## src/rtl/branch_off_pack.sv

```systemverilog
// ============================================================================
//  Module   : branch_off_pack
//  Purpose  : Packs a 32-bit branch target into a 16-bit word-offset immediate
//             (inverse of the sign-extend-and-shift-by-2 branch extender).
//             Two-stage valid/ready pipeline with misalign and range flags.
//  Options  : define BRANCH_OFF_PACK_STATS_EN to add the oErrCnt error counter.
//  Revision : 1.0 - initial release
// ============================================================================
`default_nettype none

module branch_off_pack #(
    parameter logic [31:0] PC_OFFSET = 32'd4
) (
    input  logic        iClk,
    input  logic        iRst_n,
    input  logic        iValid,
    output logic        oReady,
    input  logic [31:0] iPC,
    input  logic [31:0] iTarget,
    output logic        oValid,
    input  logic        iReady,
    output logic [15:0] oImm16,
    output logic        oMisalign,
    output logic        oRange
`ifdef BRANCH_OFF_PACK_STATS_EN
    ,
    output logic [15:0] oErrCnt
`endif
);

    logic        r_s1Valid;
    logic [31:0] r_s1Diff;
    logic        r_s2Valid;
    logic [15:0] r_s2Imm;
    logic        r_s2Misalign;
    logic        r_s2Range;

    logic        w_s2Load;
    logic        w_s1Load;
    logic [31:0] w_diff;
    logic        w_misalign;
    logic        w_range;

    // S2 takes S1's entry when it is empty or its own result leaves this cycle.
    assign w_s2Load = r_s1Valid && (!r_s2Valid || iReady);
    assign oReady   = !r_s1Valid || w_s2Load;
    assign w_s1Load = iValid && oReady;

    assign w_diff     = iTarget - (iPC + PC_OFFSET);
    assign w_misalign = (r_s1Diff[1:0] != 2'b00);
    assign w_range    = (r_s1Diff[31:17] != {15{r_s1Diff[17]}});

    always_ff @(posedge iClk) begin
        if (!iRst_n) begin
            r_s1Valid <= 1'b0;
            r_s1Diff  <= 32'd0;
        end else begin
            if (oReady) begin
                r_s1Valid <= iValid;
            end
            if (w_s1Load) begin
                r_s1Diff <= w_diff;
            end
        end
    end

    always_ff @(posedge iClk) begin
        if (!iRst_n) begin
            r_s2Valid    <= 1'b0;
            r_s2Imm      <= 16'h0000;
            r_s2Misalign <= 1'b0;
            r_s2Range    <= 1'b0;
        end else if (w_s2Load) begin
            r_s2Valid    <= 1'b1;
            r_s2Misalign <= w_misalign;
            r_s2Range    <= w_range;
            r_s2Imm      <= (w_misalign || w_range) ? 16'h0000 : r_s1Diff[17:2];
        end else if (iReady) begin
            r_s2Valid <= 1'b0;
        end
    end

    assign oValid    = r_s2Valid;
    assign oImm16    = r_s2Imm;
    assign oMisalign = r_s2Misalign;
    assign oRange    = r_s2Range;

`ifdef BRANCH_OFF_PACK_STATS_EN
    logic [15:0] r_errCnt;
    logic        w_errXfer;

    assign w_errXfer = r_s2Valid && iReady && (r_s2Misalign || r_s2Range);

    always_ff @(posedge iClk) begin
        if (!iRst_n) begin
            r_errCnt <= 16'h0000;
        end else if (w_errXfer && (r_errCnt != 16'hFFFF)) begin
            r_errCnt <= r_errCnt + 16'd1;
        end
    end

    assign oErrCnt = r_errCnt;
`endif

endmodule

`default_nettype wire

```

## config.mk

```make
export PLATFORM = sky130hd
export DESIGN_NAME = branch_off_pack
export DESIGN_NICKNAME = d
export VERILOG_FILES = /design/src/rtl/branch_off_pack.sv
export SDC_FILE = /design/constraint.sdc
export NUM_CORES = 1
export LEC_CHECK = 0
export BUFFER_PORTS_ARGS = -buffer_cell sky130_fd_sc_hd__buf_2
export CAP_MARGIN = 30
export CORE_ASPECT_RATIO = 2
export CORE_UTILIZATION = 40
export CTS_CLUSTER_DIAMETER = 40
export DETAILED_ROUTE_END_ITERATION = 10
export PLACE_DENSITY = 0.71
export SKIP_CTS_REPAIR_TIMING = 1
export SLEW_MARGIN = 20
export SYNTH_ARGS = -nofsm -noshare
export SYNTH_HDL_FRONTEND = slang
export SYNTH_SLANG_ARGS = --single-unit
export TNS_END_PERCENT = 5
```

## constraint.sdc

```tcl
create_clock -name iClk -period 7.8 [get_ports iClk]
set_clock_uncertainty 0.1 [all_clocks]
set_input_delay 1.56 -clock iClk [delete_from_list [all_inputs] [get_ports iClk]]
set_output_delay 1.56 -clock iClk [all_outputs]
set_load 0.02 [all_outputs]
```

* After elaboration in Yosys (flattened, before gate mapping)
Cells that the tools add are included.
** Word-level totals
- Memory bits (writable) :: 0
- Output and inout bits :: 20
- ROM bits :: 0
- Memories kept :: 0
- Register bits after elaboration :: 52
- Bits in latches :: 0
- Logic and storage cells :: 21
** Operators by class
- Shift operators :: 0
- $add $sub $neg :: 2
- Multiply operators :: 0
- Reduce and logical (&&, ||, !) cells :: 9
- $lt $le $gt $ge :: 0
- Mux-type cells :: 3
- Divide/modulo/power cells :: 0
- Eq/ne operators :: 1
- Bitwise gates (word level) :: 0
** Operators with widths (number)
- 32-bit by 3-bit adder with 32-bit output (second input constant) :: 1
- 32-bit subtractor :: 1
- 16-bit two-way mux :: 1
- 14-bit != test :: 1
- 2-bit nonzero test :: 2
- 1-bit logical OR :: 3
- 1-bit logical AND :: 2
- 1-bit zero test :: 2
- 1-bit two-way mux :: 2

* Logic depth before layout (Yosys ltp)
Gate-level depths: netlist of run 1.
- Depth after elaboration :: 5
- Gate-level depth with buffers :: 12

* Least setup slack after synthesis of run 1
Ideal clock, no wire load.
- Path type :: input-to-reg
- Start :: in iPC[1]
- End :: reg r_s1Diff[27]
- Arrival time :: 3924 ps
- Cell stages on the path :: 11
- Slack :: 3715 ps
- Required time :: 7638 ps
- Buffers on the path :: 0
- Cells stage by stage :: inv_1 ha_1 ha_1 fa_1 a21o_1 a221oi_2 a2111o_1 and2_4 o21ai_2 or4_1 nand3_1
** Between the ends
- Cells in the longest elaborated chain, start to end :: 2
** RTL lines
- start, declared :: RTL line 18 : input logic [31:0] iPC,
- 32-bit by 3-bit adder with 32-bit output :: RTL line 49 : assign w_diff = iTarget - (iPC + PC_OFFSET);
- 32-bit subtractor :: RTL line 49
- end signal, assigned :: RTL line 62 : r_s1Diff <= w_diff;
- end, declared :: RTL line 32 : logic [31:0] r_s1Diff;
Every way passes these cells.
A chain may end at the register's enable or synchronous reset.

* Final worst setup path of run 1
Same ends and word-level chain as after synthesis.

==> flow_results.org, run 1 <==
** Floorplanning
- From left edge to right edge, the die measures 74.3 um.
- Die Height :: 147 um
- In this run the core area contains 52 standard-cell rows.
- Pin placement for this block handled 88 I/O pins.
- The die covers 10900 um^2.
- The initial utilization of the core area, before any placement, comes to 41.2%.
- The floorplan step defined a core boundary enclosing 10100 um^2.

** Clock tree
- The clock passes through at most 2 buffers.
- Number of H-tree branching levels :: 2
- Number of clock sinks seen by CTS :: 52
- The cell sitting at the root of the clock tree is a clkbuf_16.
- Clock-pin slew was measured on the worst setup and hold paths at 0.07 ns.
- For the worst-skew pair, the clock arrives at the later sink with an insertion delay of 0.29 ns.
- Buffers inserted during clock tree synthesis total 5.
- Clock tree from TritonCTS :: built

** Placed design
- Detailed-placement wirelength estimate :: 8070 um
- Worst setup timing slack at the placement stage :: 3.39 ns
- Count of input and output buffers :: 87
- Placer Congestion :: 0.875
- Including well taps, the total number of placed cells is 765.

** Logic synthesis
- Commonest register cell after synthesis :: dfxtp_1
- The share of synthesized area in the top cell type comes to 24.9%.
- Post-synth top area cell :: dfxtp_1
- The number of different library cells used by synthesis comes to 56.
- In the synthesized netlist the async set-or-reset flop fraction comes to 0%.
- Top cells by instance count after synthesis :: 102 x inv_1, 61 x ha_1, 59 x nand2_1
- The Yosys step of the flow raised 0 warnings.
- After synthesis, the cell types taking the most area are dfxtp_1 25%, ha_1 18%, inv_1 9.2%, a21oi_1 5.5%, nand2_1 5.3%.
- Number of flip-flops and latches in the synthesized netlist :: 52
- Counting flops with a built-in enable in the synthesized netlist gives 0.
- Average instance area after synthesis :: 7.52 um^2
- In the post-synthesis netlist, the cell with the most instances is inv_1.
- Summing every instance area after synthesis gives 4180 um^2.
- Sequential fraction of the synthesis area :: 24.9%
- When the netlist entered floorplanning its net count stood at 686.
- Synthesis produced 556 cells.

** Timing
- Fin Hold WS :: 0.355 ns
- Setup violation total in the final timing report :: 0
- Max transition margin :: 40.9%
- The hold violation count in the final report came to 0.
- At the pin with the least slew margin, the transition time is 0.879 ns.
- Subtracting the final worst setup slack from the clock period gives 4.15 ns.
- Across all setup checks in the final design, the least slack found is 3.65 ns.
- The number of pins with negative max-slew slack in the final report came to 0.
- Ratio of final minimum period to clock period :: 53.2%
- Timing would allow up to 241 MHz.
- Total negative slack for setup checks :: 0 ns
- Setup repair after global routing left no endpoint under its margin.

** Global route
- Vias in the first global route :: 4034
- Wire length of the first global-routing pass :: 16800 um
- Residual overflow from global routing :: 0
- Antenna violations before repair :: 0
- Entering global routing, the biggest net connects 28 pins.
- Global-route total usage across every layer :: 19.0%

** Pwr
- In this run the static leakage power is 2.47 nW.
- VDD sags by at most 0.121 mV.
- Pwr per Cell Area :: 183 nW/um^2

** Flow run
- Max-cap violations in this run came to 0.

** Final layout
- The post-route netlist has 16.3% of its cells at a drive strength greater than 1.
- The number of antenna diodes in the final layout is 0.
- Area overhead of the layout relative to synthesis :: 17.4%
- After the last flow step, the layout net total stands at 767.
- Leaving out filler cells and counting taps, the final layout contains 773.
- Utilization of the core after routing :: 48.4%

** Worst setup path
- Critical path peak fanout :: 4
- Data arrives at the worst endpoint at 4.28 ns.
- Type of the worst setup path :: in2reg
- STA classifies the critical path endpoint as a register.
- The worst setup path is launched from a primary input.
- Worst Path Required :: 7.93 ns

** Detailed routing
- Number of design-rule violations left by the first detailed-router iteration :: 180
- Remaining routing DRC violations :: 0
- In the routed layout, each cell is associated on average with a via count of 5.24.
- In the final routed layout, each cell accounts on average for 12.8 um.
- Summed over all layers, the routed wires come to 9900 um.
- Routed vias :: 4050
- Once detail routing completed, the nets flagged for antenna violations numbered 0.
- The first detailed-routing pass took 5 iterations.

** Status
- Result of the run :: completed

** Min path
- The path class of the tightest hold or removal check is reg2reg.
==> worst max-delay path: stages <==
cell and delay, ns:
buf_2 0.07, inv_1 0.03, ha_1 0.29, ha_1 0.22
fa_1 0.40, a21o_1 0.22, a221oi_2 0.38, a2111o_1 0.31
and2_4 0.19, o21ai_2 0.11, or4_1 0.41, nand3_1 0.09
==> layout make-up <==
cell class | instances | area (um^2)
tap | 135 | 169
sequential | 52 | 1040
fill | 1046 | 5240
clock inverter | 3 | 47.5
timing repair buffer | 88 | 443
multi-input combinational | 388 | 2700
clock buffer | 5 | 125
inverter | 102 | 383
==> state kept, by name (all words and copies together) (netlist names) <==
register	flops
oImm16	16
oRange	1
oMisalign	1
r_s1Diff	32
oValid	1
r_s1Valid	1
==> cell families (layout without fill, tap and decap cells) <==
| kind of cell | after synthesis | in the layout | synth area share (%) |
|---|---|---|---|
| flip-flops | 52 | 52 | 24.9 |
| XOR/XNOR | 21 | 21 | 4.40 |
| AO/OA/AOI/OAI | 145 | 145 | 22.5 |
| adder cells (fa/ha/maj) | 62 | 62 | 18.7 |
| multiplexers | 7 | 7 | 1.71 |
| buffers and inverters | 116 | 198 | 10.5 |
| AND/OR/NAND/NOR | 153 | 153 | 17.3 |
==> power by group <==
group / leakage [nW] / internal (W) / switching, W
registers: 0.426 / 0.000292 / 0.0000177
logic: 1.96 / 0.000142 / 0.000197
clock network: 0.0840 / 0.000152 / 0.0000965
total: 2.47 / 0.000586 / 0.000311
==> path summary, 6_finish.rpt <==
| path | startpoint | endpoint | slack, ns | cells past startpoint |
|---|---|---|---|---|
| worst min-delay path | r_s1Diff[14] | r_s1Diff[14] | 0.36 | 2 |
| worst max register to register | oValid | r_s1Diff[27] | 5.10 | 6 |
| worst min register to register | r_s1Diff[14] | r_s1Diff[14] | 0.36 | 2 |
| worst max-delay path | iPC[1] | r_s1Diff[27] | 3.65 | 12 |
==> per-layer routing <==
| metal | GRT usage [%] | share of wire [%] |
|---|---|---|
| met2 | 36.9 | 55 |
| met3 | 1.93 | 2.9 |
| met4 | 7.83 | 3.5 |
| met5 | 0 | 0 |
| met1 | 19.3 | 39 |
==> metrics by stage <==
stage / power, W / instance area [um^2]
finish: 0.000897 / 4910
global placement: 0.000644 / 4740
detailed placement: 0.000651 / 4740
global route: 0.000954 / 4910
floorplan: 0.000563 / 4180
CTS: 0.000899 / 4910
==> placed cells by master, fill, tap and decap left out, drive strengths merged, types with 3 or more instances in the layout <==
| master | count |
|---|---|
| nand2 | 59 |
| nand3 | 9 |
| inv | 102 |
| and3 | 8 |
| a21oi | 47 |
| o21a | 9 |
| xor2 | 3 |
| o31ai | 3 |
| mux2i | 6 |
| nor4 | 5 |
| and4 | 3 |
| o211ai | 3 |
| nor3 | 8 |
| buf | 88 |
| a21o | 9 |
| a211oi | 6 |
| nor2 | 39 |
| and2 | 5 |
| o21ai | 27 |
| nand4 | 6 |
| a31oi | 6 |
| dfxtp | 52 |
| or4 | 3 |
| clkbuf | 5 |
| ha | 61 |
| xnor2 | 18 |
| a22oi | 16 |
Power figures use the tool's default switching activity.
==> inputs of run 2 (changes only) <==
--- a/config.mk
+++ b/config.mk
@@ -5,13 +5,14 @@
 export SDC_FILE = /design/constraint.sdc
 export NUM_CORES = 1
 export LEC_CHECK = 0
+export ABC_AREA = 1
 export BUFFER_PORTS_ARGS = -buffer_cell sky130_fd_sc_hd__buf_2
 export CAP_MARGIN = 30
 export CORE_ASPECT_RATIO = 2
 export CORE_UTILIZATION = 40
 export CTS_CLUSTER_DIAMETER = 40
 export DETAILED_ROUTE_END_ITERATION = 10
-export PLACE_DENSITY = 0.71
+export PLACE_DENSITY = 0.72
 export SKIP_CTS_REPAIR_TIMING = 1
 export SLEW_MARGIN = 20
 export SYNTH_ARGS = -nofsm -noshare
==> constraint.sdc (replaced) <==
create_clock -name iClk -period 3.35 [get_ports iClk]
set_clock_uncertainty 0.1 [all_clocks]
set_input_delay 0.67 -clock iClk [delete_from_list [all_inputs] [get_ports iClk]]
set_output_delay 0.67 -clock iClk [all_outputs]
set_load 0.02 [all_outputs]
==> run 2 against run 1 <==
Flip-flop and latch count unchanged; hold slack improved by 0.0093 ns; sequential power is 130% higher; setup slack worse by 2.9 ns; combinational power grew to 2.7 times the previous value; clock power rose by 140%; area after synthesis grew 21%; core utilization fell by 1.1 points; die area grew 20%; critical path type unchanged; critical endpoint is now r_s1Diff[25]; largest cell class unchanged.
==> flow_results.org, run 2 <==
** Status
- The run finished with clean final reports.

** Logic synthesis
- Yosys attributes the largest share of cell area to dfxtp_1 21%, nand2_1 18%, inv_1 17%, ha_1 15%, nor2_1 6.5%.
- Number of flip-flops and latches in the synthesized netlist :: 52
- After synthesis, the share of flip-flops with an asynchronous set or reset is 0%.
- The most common cell in the synthesized netlist is nand2_1.
- Counting every net in the synthesized netlist gives 991.
- YS warnings :: 0
- Synthesized instance count :: 861
- EDFF count, synth :: 0
- After synthesis, the most frequently instantiated cells are 236 x nand2_1, 227 x inv_1, 87 x nor2_1.
- The share of the Yosys chip area taken by registers is 20.6%.
- The largest total area in the synthesized netlist belongs to dfxtp_1.
- The netlist uses 34 different library cells.
- Averaged over all synthesized cells, the footprint is 5.86 um^2.
- Post-synthesis instance area :: 5050 um^2
- Fraction of synthesized cell area taken by the top area cell type :: 20.6%
- The most used flip-flop cell after synthesis is dfxtp_1.

** Worst setup path
- Critical path, cell by cell :: buf_2 -> inv_1 -> ha_1 -> ha_1 -> fa_1 -> nand3_1 -> nand3_1 -> nand2_1 -> nand2_1 -> nand2_1 -> nand3_1 -> nand2_1 -> nand3_1 -> nand2_1 -> inv_1
- The largest individual stage delay along the critical path comes from the cell fa_1.
- Worst Path Required :: 3.45 ns
- Type of the worst setup path :: in2reg
- Data on the critical path arrives at its endpoint at 2.73 ns.
- Critical path peak fanout :: 4
- Most numerous cell on the critical path :: nand2_1
- STA classifies the critical path startpoint as a primary input.
- In this design, the stage delay of the slowest critical-path cell is 0.46 ns.
- The worst setup path is captured at a register.

** Placed design
- Count of input and output buffers :: 87
- Counting tap cells, the placed design contains a total of 1082 instances.
- OpenSTA, run right after detailed placement, puts the worst setup slack at 0.432 ns.
- Once detailed placement completed, the half-perimeter wirelength came to 10500 um.
- Placer Congestion :: 0.949

** Pwr
- Switching power total :: 0.000847 W
- VDD IR-drop max :: 0.483 mV
- Switching Share :: 38.3%
- Internal Pwr Total :: 0.00137 W
- For this design the static power due to leakage is 3.59 nW.
- Power comes to 0.00221 W.
- Relative contribution of sequential cells to total power :: 31.6%
- The share of total power dissipated in the clock network is 27.3%.
- Dividing total power by cell area gives a power density of 383 nW/um^2.
- Combinational logic is responsible for 41.1% of the overall power.

** Clock tree
- TritonCTS built the clock tree.
- CTS buffer count :: 5
- Number of clock sinks seen by CTS :: 52
- In this run the clock root is driven by a clkbuf_16.
- Maximum clock path buffer count :: 2
- Clock latency on the worst-skew pair :: 0.29 ns
- Clock transition time at the flip-flop clock pins of the worst setup and hold paths :: 0.07 ns
- Number of H-tree branching levels :: 2

** Final layout
- The register with the most flip-flops in the layout has 32 of them.
- After the last flow step, the layout net total stands at 1072.
- Compared with the post-synthesis result, the final layout area differs by 14.4%.
- Diode count :: 0
- In the layout the commonest cells are 236 x nand2_1, 227 x inv_1, 87 x nor2_1, 87 x buf_2, 61 x ha_1.
- Cells with a size suffix above 1 make up 12.5% of the layout.
- Leaving out fill and tap cells, the most frequent cell in the layout is nand2_1.
- Utilization of the core after routing :: 47.3%
- Final std cells w/o fill :: 1090
- The register with the most flip-flops in the final layout is r_s1Diff.

** Timing
- Final Hold Violating Endpoints :: 0
- Setup repair after global routing left no endpoint under its margin.
- Setup violations remaining at the end of the flow were counted as 0.
- For this run, the top clock speed supported by timing is 379 MHz.
- For the pin with the worst max-slew slack, the measured transition is 0.754 ns.
- The worst path meets setup with 0.715 ns of slack.
- In the finished design, the share of the clock period the worst path needs comes to 78.7%.
- Total negative slack for setup checks :: 0 ns
- In this run the tightest slew margin relative to its limit is 49.7%.
- For the finished layout, the period the worst path requires is 2.64 ns.
- The number of pins with negative max-slew slack in the final report is 0.

** Floorplanning
- During I/O placement, the number of pins put on the boundary was 88.
- The initial utilization of the core area, before any placement, comes to 41.4%.
- The die is 81.4 um wide.
- Die Height :: 161 um
- Core footprint :: 12200 um^2
- The floorplan step defined a die boundary enclosing 13100 um^2.
- The floorplan has 57 rows.

** Global route
- The via count of the first global-routing pass came to 4763.
- Global-route total usage across every layer :: 20.4%
- The first global-routing pass estimated 20800 um of wire.
- Entering global routing, the biggest net connects 48 pins.
- Residual overflow from global routing :: 0
- Antenna violations before repair :: 0

** Detailed routing
- For this block, the initial DRC count from the detailed router was 205.
- Once detail routing completed, the nets flagged for antenna violations numbered 0.
- Routed vias :: 5098
- Vias per std cell :: 4.68
- The first detailed-routing pass took 5 iterations.
- For this run, design rule violations remaining after detail routing come to 0.
- After detailed routing, the total wire length is 12500 um.
- After detailed routing, the average wire length per cell comes to 11.4 um.

** Min path
- Min-delay worst type :: reg2reg

** Flow run
- The tool flagged a number of max-cap violations equal to 0.
run 2: cell types whose count changed after synthesis, moves of 7 or more:
cell and delta:
nand4_1 +17, nand2_2 +9, o21a_1 -9, a21o_1 -7, a22oi_1 -16, o21ai_1 -11, and3_1 -8, xor2_1 +10
nor2_1 +48, clkbuf_1 -9, xnor2_1 -15, nand3_1 +32, inv_1 +125, nand2_1 +177
run 2: path summary, 6_finish.rpt:
kind	slack [ns]	depth (start not counted)	endpoint	startpoint
max	0.71	15	r_s1Diff[25]	iPC[1]
min	0.36	2	oImm16[15]	oImm16[15]
max reg2reg	1.65	6	r_s1Diff[22]	r_s1Valid
min reg2reg	0.36	2	oImm16[15]	oImm16[15]
run 2: metrics by stage:
step | hold slack (ns) | area [um^2]
floorplan | 0.356 | 5050
global placement | 0.352 | 5590
detailed placement | 0.357 | 5590
CTS | 0.367 | 5770
global route | 0.389 | 5770
finish | 0.365 | 5770
run 2: cell type report:
cell class              count  area [um^2]
fillers                  1370         6420
multi-input cells         564         3050
flip-flops and latches     52         1040
inverters                 229          860
repair buffers             90          458
well taps                 147          184
clock buffers               6          139
clock inverters             2         38.8
run 2: layer usage:
layer	routed length [um]	track usage [%]
met4	653	12.3
met5	0	0
met2	6880	39.3
met3	289	1.48
met1	4650	19.7
run 2: kinds of logic after synthesis:
| logic type | share of synthesized area, % |
|---|---|
| adder cells (fa/ha/maj) | 15.5 |
| AO/OA/AOI/OAI | 7.96 |
| buffers and inverters | 18.9 |
| flip-flops | 20.6 |
| AND/OR/NAND/NOR | 34.2 |
| XOR/XNOR | 2.78 |
run 2: power groups by stage:
stage                     clock [W]  sequential (W)  combinational (W)
after floorplan                   0        0.000708           0.000672
after global placement            0        0.000713           0.000901
after detailed placement          0        0.000714           0.000909
after CTS                  0.000609        0.000699           0.000914
after global routing       0.000642        0.000705            0.00104
final                      0.000604        0.000699           0.000910
run 2: critical path: cells and delay by family:
kind | cells | cell delay [ns]
buf+inv | 3 | 0.13
simple gates | 9 | 0.93
fa+ha+maj | 3 | 1.01
